### src/rtl/gb_mem_pkg.sv
// Shared memory-map constants and DMA state encoding for the OAM DMA controller.
// Configuration macro: OAM_DMA_ECHO_MAP_EN
//   defined   -> source pages 0xE0..0xFF are read from page - 0x20 (WRAM echo)
//   undefined -> the source page is used unmodified
package gb_mem_pkg;

  localparam logic [15:0] DMA_REG_ADDR  = 16'hFF46;
  localparam logic [15:0] OAM_BASE      = 16'hFE00;
  localparam logic [15:0] HRAM_BASE     = 16'hFF80;
  localparam logic [7:0]  OPEN_BUS_DATA = 8'hFF;

  localparam logic [7:0]  ECHO_PAGE_LO  = 8'hE0;
  localparam logic [7:0]  ECHO_OFFSET   = 8'h20;

  typedef enum logic [1:0] {
    StIdle,
    StStart,
    StRead,
    StWrite
  } dma_state_t;

  // Translate the page written to the trigger register into the page actually read.
  function automatic logic [7:0] map_src_page(input logic [7:0] page);
`ifdef OAM_DMA_ECHO_MAP_EN
    return (page >= ECHO_PAGE_LO) ? page - ECHO_OFFSET : page;
`else
    return page;
`endif
  endfunction

endpackage

### src/rtl/oam_dma_bus_mux.sv
// Combinational selection of the memory-side bus and the CPU read data.
// Ports:
//   state_i      current DMA FSM state
//   cpu_own_i    CPU holds the bus this cycle while a transfer is active
//   cpu_*_i      CPU address / write data / strobes
//   src_addr_i   DMA source address for the READ phase
//   dst_addr_i   DMA destination address for the WRITE phase
//   byte_i       byte captured during READ, written during WRITE
//   mem_rdata_i  memory read data (combinational)
//   cpu_rdata_o  data returned to the CPU (open-bus value when blocked)
//   mem_*_o      memory address / write data / strobes
module oam_dma_bus_mux import gb_mem_pkg::*; #(
  parameter int unsigned ADDR_WIDTH = 16,
  parameter int unsigned DATA_WIDTH = 8
) (
  input  dma_state_t            state_i,
  input  logic                  cpu_own_i,
  input  logic [ADDR_WIDTH-1:0] cpu_addr_i,
  input  logic [DATA_WIDTH-1:0] cpu_wdata_i,
  input  logic                  cpu_wr_en_i,
  input  logic                  cpu_rd_en_i,
  input  logic [ADDR_WIDTH-1:0] src_addr_i,
  input  logic [ADDR_WIDTH-1:0] dst_addr_i,
  input  logic [DATA_WIDTH-1:0] byte_i,
  input  logic [DATA_WIDTH-1:0] mem_rdata_i,
  output logic [DATA_WIDTH-1:0] cpu_rdata_o,
  output logic [ADDR_WIDTH-1:0] mem_addr_o,
  output logic [DATA_WIDTH-1:0] mem_wdata_o,
  output logic                  mem_wr_en_o,
  output logic                  mem_rd_en_o
);

  always_comb begin
    mem_addr_o  = '0;
    mem_wdata_o = byte_i;
    mem_wr_en_o = 1'b0;
    mem_rd_en_o = 1'b0;
    cpu_rdata_o = DATA_WIDTH'(OPEN_BUS_DATA);

    if (state_i == StIdle || cpu_own_i) begin
      mem_addr_o  = cpu_addr_i;
      mem_wdata_o = cpu_wdata_i;
      mem_wr_en_o = cpu_wr_en_i;
      mem_rd_en_o = cpu_rd_en_i;
      cpu_rdata_o = mem_rdata_i;
    end else begin
      case (state_i)
        StRead: begin
          mem_addr_o  = src_addr_i;
          mem_rd_en_o = 1'b1;
        end
        StWrite: begin
          mem_addr_o  = dst_addr_i;
          mem_wr_en_o = 1'b1;
        end
        default: ;  // START is a bus-idle setup cycle
      endcase
    end
  end

endmodule

### src/rtl/oam_dma_ctrl.sv
// OAM DMA controller: arbitrates the unified memory between the CPU and a DMA engine that
// copies DMA_LEN bytes from {page,8'h00} to OAM_BASE, one byte every two clocks, after a
// CPU write to DMA_REG_ADDR. While active, only HRAM accesses and trigger writes reach memory.
// Configuration macro: OAM_DMA_ECHO_MAP_EN (echo-page source remap, see gb_mem_pkg).
// Ports:
//   clk_i, rst_i   clock, synchronous active-high reset
//   cpu_*_i/_o     CPU bus (address, write data, strobes, read data)
//   mem_*_o/_i     unified memory bus (read data combinational)
//   dma_active_o   transfer in progress
//   dma_done_o     one-cycle pulse after the final OAM write
module oam_dma_ctrl #(
  parameter int unsigned           ADDR_WIDTH   = 16,
  parameter int unsigned           DATA_WIDTH   = 8,
  parameter int unsigned           DMA_LEN      = 160,
  parameter logic [ADDR_WIDTH-1:0] DMA_REG_ADDR = gb_mem_pkg::DMA_REG_ADDR,
  parameter logic [ADDR_WIDTH-1:0] OAM_BASE     = gb_mem_pkg::OAM_BASE,
  parameter logic [ADDR_WIDTH-1:0] HRAM_BASE    = gb_mem_pkg::HRAM_BASE
) (
  input  logic                  clk_i,
  input  logic                  rst_i,
  input  logic [ADDR_WIDTH-1:0] cpu_addr_i,
  input  logic [DATA_WIDTH-1:0] cpu_wdata_i,
  input  logic                  cpu_wr_en_i,
  input  logic                  cpu_rd_en_i,
  output logic [DATA_WIDTH-1:0] cpu_rdata_o,
  output logic [ADDR_WIDTH-1:0] mem_addr_o,
  output logic [DATA_WIDTH-1:0] mem_wdata_o,
  output logic                  mem_wr_en_o,
  output logic                  mem_rd_en_o,
  input  logic [DATA_WIDTH-1:0] mem_rdata_i,
  output logic                  dma_active_o,
  output logic                  dma_done_o
);
  import gb_mem_pkg::*;

  localparam logic [7:0] LastIdx = 8'(DMA_LEN - 1);

  dma_state_t            state_q;
  logic [7:0]            idx_q;
  logic [7:0]            page_q;
  logic [DATA_WIDTH-1:0] byte_q;
  logic                  active_q;
  logic                  done_q;

  logic                  dma_reg_wr;
  logic                  hram_acc;
  logic                  cpu_own;
  logic [ADDR_WIDTH-1:0] src_addr;
  logic [ADDR_WIDTH-1:0] dst_addr;

  assign dma_reg_wr = cpu_wr_en_i && (cpu_addr_i == DMA_REG_ADDR);
  assign hram_acc   = (cpu_wr_en_i || cpu_rd_en_i) && (cpu_addr_i >= HRAM_BASE);

  // A restart during WRITE leaves the bus to the pending OAM write so that byte still lands;
  // the trigger write is forwarded to memory in every other active state.
  assign cpu_own    = hram_acc || (dma_reg_wr && state_q != StWrite);

  // Source low byte is idx itself: no carry into the page.
  assign src_addr   = ADDR_WIDTH'({map_src_page(page_q), idx_q});
  assign dst_addr   = OAM_BASE + ADDR_WIDTH'(idx_q);

  always_ff @(posedge clk_i) begin
    if (rst_i) begin
      state_q  <= StIdle;
      idx_q    <= '0;
      page_q   <= '0;
      byte_q   <= '0;
      active_q <= 1'b0;
      done_q   <= 1'b0;
    end else begin
      done_q <= 1'b0;
      if (dma_reg_wr) begin
        // Trigger from idle, or restart while active: restart wins over completion.
        page_q   <= cpu_wdata_i[7:0];
        idx_q    <= '0;
        state_q  <= StStart;
        active_q <= 1'b1;
      end else if (state_q != StIdle && !hram_acc) begin
        case (state_q)
          StStart: state_q <= StRead;
          StRead: begin
            byte_q  <= mem_rdata_i;
            state_q <= StWrite;
          end
          StWrite: begin
            if (idx_q == LastIdx) begin
              state_q  <= StIdle;
              active_q <= 1'b0;
              done_q   <= 1'b1;
            end else begin
              idx_q   <= idx_q + 8'd1;
              state_q <= StRead;
            end
          end
          default: state_q <= StIdle;
        endcase
      end
    end
  end

  oam_dma_bus_mux #(
    .ADDR_WIDTH (ADDR_WIDTH),
    .DATA_WIDTH (DATA_WIDTH)
  ) u_bus_mux (
    .state_i     (state_q),
    .cpu_own_i   (cpu_own),
    .cpu_addr_i  (cpu_addr_i),
    .cpu_wdata_i (cpu_wdata_i),
    .cpu_wr_en_i (cpu_wr_en_i),
    .cpu_rd_en_i (cpu_rd_en_i),
    .src_addr_i  (src_addr),
    .dst_addr_i  (dst_addr),
    .byte_i      (byte_q),
    .mem_rdata_i (mem_rdata_i),
    .cpu_rdata_o (cpu_rdata_o),
    .mem_addr_o  (mem_addr_o),
    .mem_wdata_o (mem_wdata_o),
    .mem_wr_en_o (mem_wr_en_o),
    .mem_rd_en_o (mem_rd_en_o)
  );

  assign dma_active_o = active_q;
  assign dma_done_o   = done_q;

endmodule

### config.mk
export PLATFORM = sky130hd
export DESIGN_NAME = oam_dma_ctrl
export DESIGN_NICKNAME = d
export VERILOG_FILES = /design/src/rtl/gb_mem_pkg.sv /design/src/rtl/oam_dma_bus_mux.sv /design/src/rtl/oam_dma_ctrl.sv
export SDC_FILE = /design/constraint.sdc
export NUM_CORES = 1
export LEC_CHECK = 0
export ABC_AREA = 1
export BUFFER_PORTS_ARGS = -buffer_cell sky130_fd_sc_hd__clkbuf_2
export CAP_MARGIN = 5
export CORE_ASPECT_RATIO = 0.5
export CORE_MARGIN = 3
export CORE_UTILIZATION = 49
export CTS_BUF_LIST = sky130_fd_sc_hd__clkbuf_4 sky130_fd_sc_hd__clkbuf_8 sky130_fd_sc_hd__clkbuf_16
export CTS_CLUSTER_DIAMETER = 200
export DETAILED_ROUTE_END_ITERATION = 12
export PLACE_DENSITY = 0.84
export SLEW_MARGIN = 20
export SYNTH_ARGS = -nofsm -noshare
export SYNTH_HDL_FRONTEND = slang
export SYNTH_SLANG_ARGS = --single-unit
### constraint.sdc
create_clock -name clk_i -period 1.6 [get_ports clk_i]
set_input_delay 0.08 -clock clk_i [delete_from_list [all_inputs] [get_ports clk_i]]
set_output_delay 0.08 -clock clk_i [all_outputs]
set_load 0.005 [all_outputs]
==> results by group <==
Hold path
  • Worst Hold Class: input port to flop
  • Hold depth: 3

Cells and area
  • # diodes: 0
  • Finished Layout Cells: ~450
  • Filler Cell Count: roughly 260
  • Area occupied by registers: 566 um^2
  • Final core utilization: 74.5%
  • Final Instance Area: 0.00264 mm^2
  • Footprint of the multi-input gates: roughly 0.0012 mm^2
  • Layout cell share with drive strength beyond 1: between 30% and 40%
  • Final nets: ~440
  • Most common cell after layout, fill and taps aside: clkbuf_2
  • Most frequent cells in the layout: clkbuf_2 (67), nand2_1 (66), nand3_1 (53)
  • Area growth syn-to-layout: 40.9%

STA
  • Final Cycle Share: 104%
  • Final Slew Violations: 0
  • RSZ-0062 raised after global routing: true
  • Min Tclk post-route: 1.66 ns
  • Worst clock skew: 0.00565 ns
  • Maximum operating frequency: around 0.6 GHz
  • Slew @ Worst Pin: approximately 0.53 ns
  • Fin. Hold Viols: 0
  • Max_slew headroom: 64.3%
  • Setup TNS: -0.638 ns
  • Setup violators final: 20
  • Final worst slack: -0.0610 ns

Logic synthesis
  • #FFs+latches synth: 28
  • Net Count, Synth: around 350
  • Syn_area_per_cell: around 6.0 um^2
  • Register area share after synthesis: about 30%
  • Yosys cell types: 25
  • Post-Syn Area: ~0.0019 mm^2
  • Synth warn: 0
  • Syn Inst Count: just over 300

Power
  • Leakage: roughly 1.4 nW
  • PwrDens: a little over 800 mW/mm^2
  • Max rail drop VDD: ~450 uV
  • Total power: 0.00218 W

Job
  • Max cap viols: 0

Drt
  • 1st-pass router iterations: 5
  • Post-route ant nets: 0
  • Routed WL: ~6300 um
  • Vias post-DR: between 2,000 and 2,500
  • DR vias/cell: 5.37
  • WL/cell: approximately 14 um
  • DRT iter0 DRCs: 223
  • DRC: 0

Global routing
  • Largest net degree at the start of global routing: 19
  • Initial antenna violation count: 0
  • Vias in the first global route: roughly 2,200
  • First-pass GRT wire length: roughly 9600 um
  • Gr ovfl total: 0
  • Overall routing resource usage: about a quarter

Floorplanning
  • FP Rows: 15
  • Die Ht: roughly 50 um
  • Die Width: between 90 and 100 um
  • Total die area: 0.00465 mm^2
  • I/O Pins: between 70 and 80
  • Initial Util: a little over half
  • Core ar.: 0.00355 mm^2

Status
  • Status: finished with violations
  • Failing checks: setup timing

Worst setup path
  • CP Buf/Inv Count: 3
  • CP cell instances: nand2_1 -> inv_1 -> nand2_4 -> nand2_8 -> buf_8 -> nand2_1 -> nand2_1 -> clkbuf_2
  • CP max stage delay: roughly 0.38 ns
  • Critical-path top delay cell: dfxtp_2
  • Delay-heaviest family, CP: simple AND/OR/NAND/NOR gates
  • R2R cell count: 7
  • CP Capture Type: output pin
  • WP data arrival: around 1.6 ns
  • Crit start category: flop
  • Crit-path max FO: 8
  • CP Depth: 8
  • Worst endpoint required time: ~1.5 ns
  • CP most frequent cell: nand2_1
  • WS Path Type: flop to output pin

Clock network
  • Skew-Pair Late Insertion Delay: roughly 0.28 ns
  • CTS Sinks: 28
  • Clock buffer depth: 2
  • Root Buffer: clkbuf_8
  • CTS tree: built
  • Total CTS buffers: 3
  • Worst-path clk slew: 0.11 ns
  • H-tree levels: 1

Placed design
  • RePlAce Congestion: 0.927
  • Dpl cells: between 400 and 500
  • Hpwl dp: ~4100 um
  • I/O Buffers: 71
  • DP Area: between 0.002 and 0.0025 mm^2
layout make-up:
cell class	count	area share [%]
flip-flops and latches	28	21.4
multi-input cells	223	43.5
repair buffers	97	23.2
clock inverters	1	1.14
well taps	51	2.41
inverters	46	6.72
clock buffers	3	1.56
worst min-delay path: cells and delay by family:
kind | cells | cell delay, ns
buf+inv | 1 | 0.09
compound gates | 2 | 0.17
stage by stage:
stage / setup slack, ns / hold WS, ns
after floorplan: 0.230 / 0.149
after global placement: 0.134 / 0.279
after detailed placement: 0.0913 / 0.280
after CTS: 0.00265 / 0.0991
after global routing: -0.126 / 0.113
final: -0.0610 / 0.0956
power breakdown:
part           internal, W  total [W]  switching (W)
Combinational     0.000381   0.000848       0.000467
Sequential        0.000724   0.000746      0.0000228
Clock             0.000336   0.000582       0.000246
Total              0.00144    0.00218       0.000736
logic make-up (layout without fill, tap and decap cells):
family | count (synthesis) | after routing | share of synthesized area, %
buffers and inverters | 60 | 147 | 13.7
AND/OR/NAND/NOR | 179 | 179 | 43.3
flip-flops | 28 | 28 | 29.9
adder cells (fa/ha/maj) | 1 | 1 | 0.667
AO/OA/AOI/OAI | 38 | 38 | 10.1
XOR/XNOR | 5 | 5 | 2.33
layer usage:
metal	global-route usage, %	wire length [um]	vias up
met3	4.42	571	16
met2	44.6	3000	116
met1	31.8	2600	1110
met4	8.27	175	0
li1	-	-	1171
met5	0	0	-
worst paths after layout:
check	startpoint	to	slack, ns
max reg2reg	idx_q[0]	idx_q[6]	0.10
min	cpu_wdata_i[7]	page_q[7]	0.1
max	state_q[1]	mem_addr_o[13]	-0.06
min reg2reg	page_q[0]	page_q[0]	0.45
state kept, by name, summed over array words and instances, names as in the netlist:
register,cells
dma_active_o,1
state_q,2
idx_q,8
dma_done_o,1
byte_q,8
page_q,8
Yosys cell counts, drive strengths merged:
cell	n	area [um^2]
nand3b	3	22.5
nand2	86	340
and2	1	6.26
a21oi	26	130
dfxtp	28	561
xor2	3	26.3
buf	12	77.6
inv	45	169
nand4	9	56.3
o21ai	12	60.1
clkinv	1	3.75
nor3	1	5.00
clkbuf	2	7.51
ha	1	12.5
xnor2	2	17.5
nand3	56	285
nor2	23	96.4
what timing repair did:
action	in CTS	in global routing
resized for setup	13	33
cloned	1	0
endpoints found under the setup margin	34	41
hold buffers	1	0
endpoints found under the hold margin	2	0
setup buffers	4	4
pin swaps	1	8
Note: power is estimated with default switching activity, not from simulation.
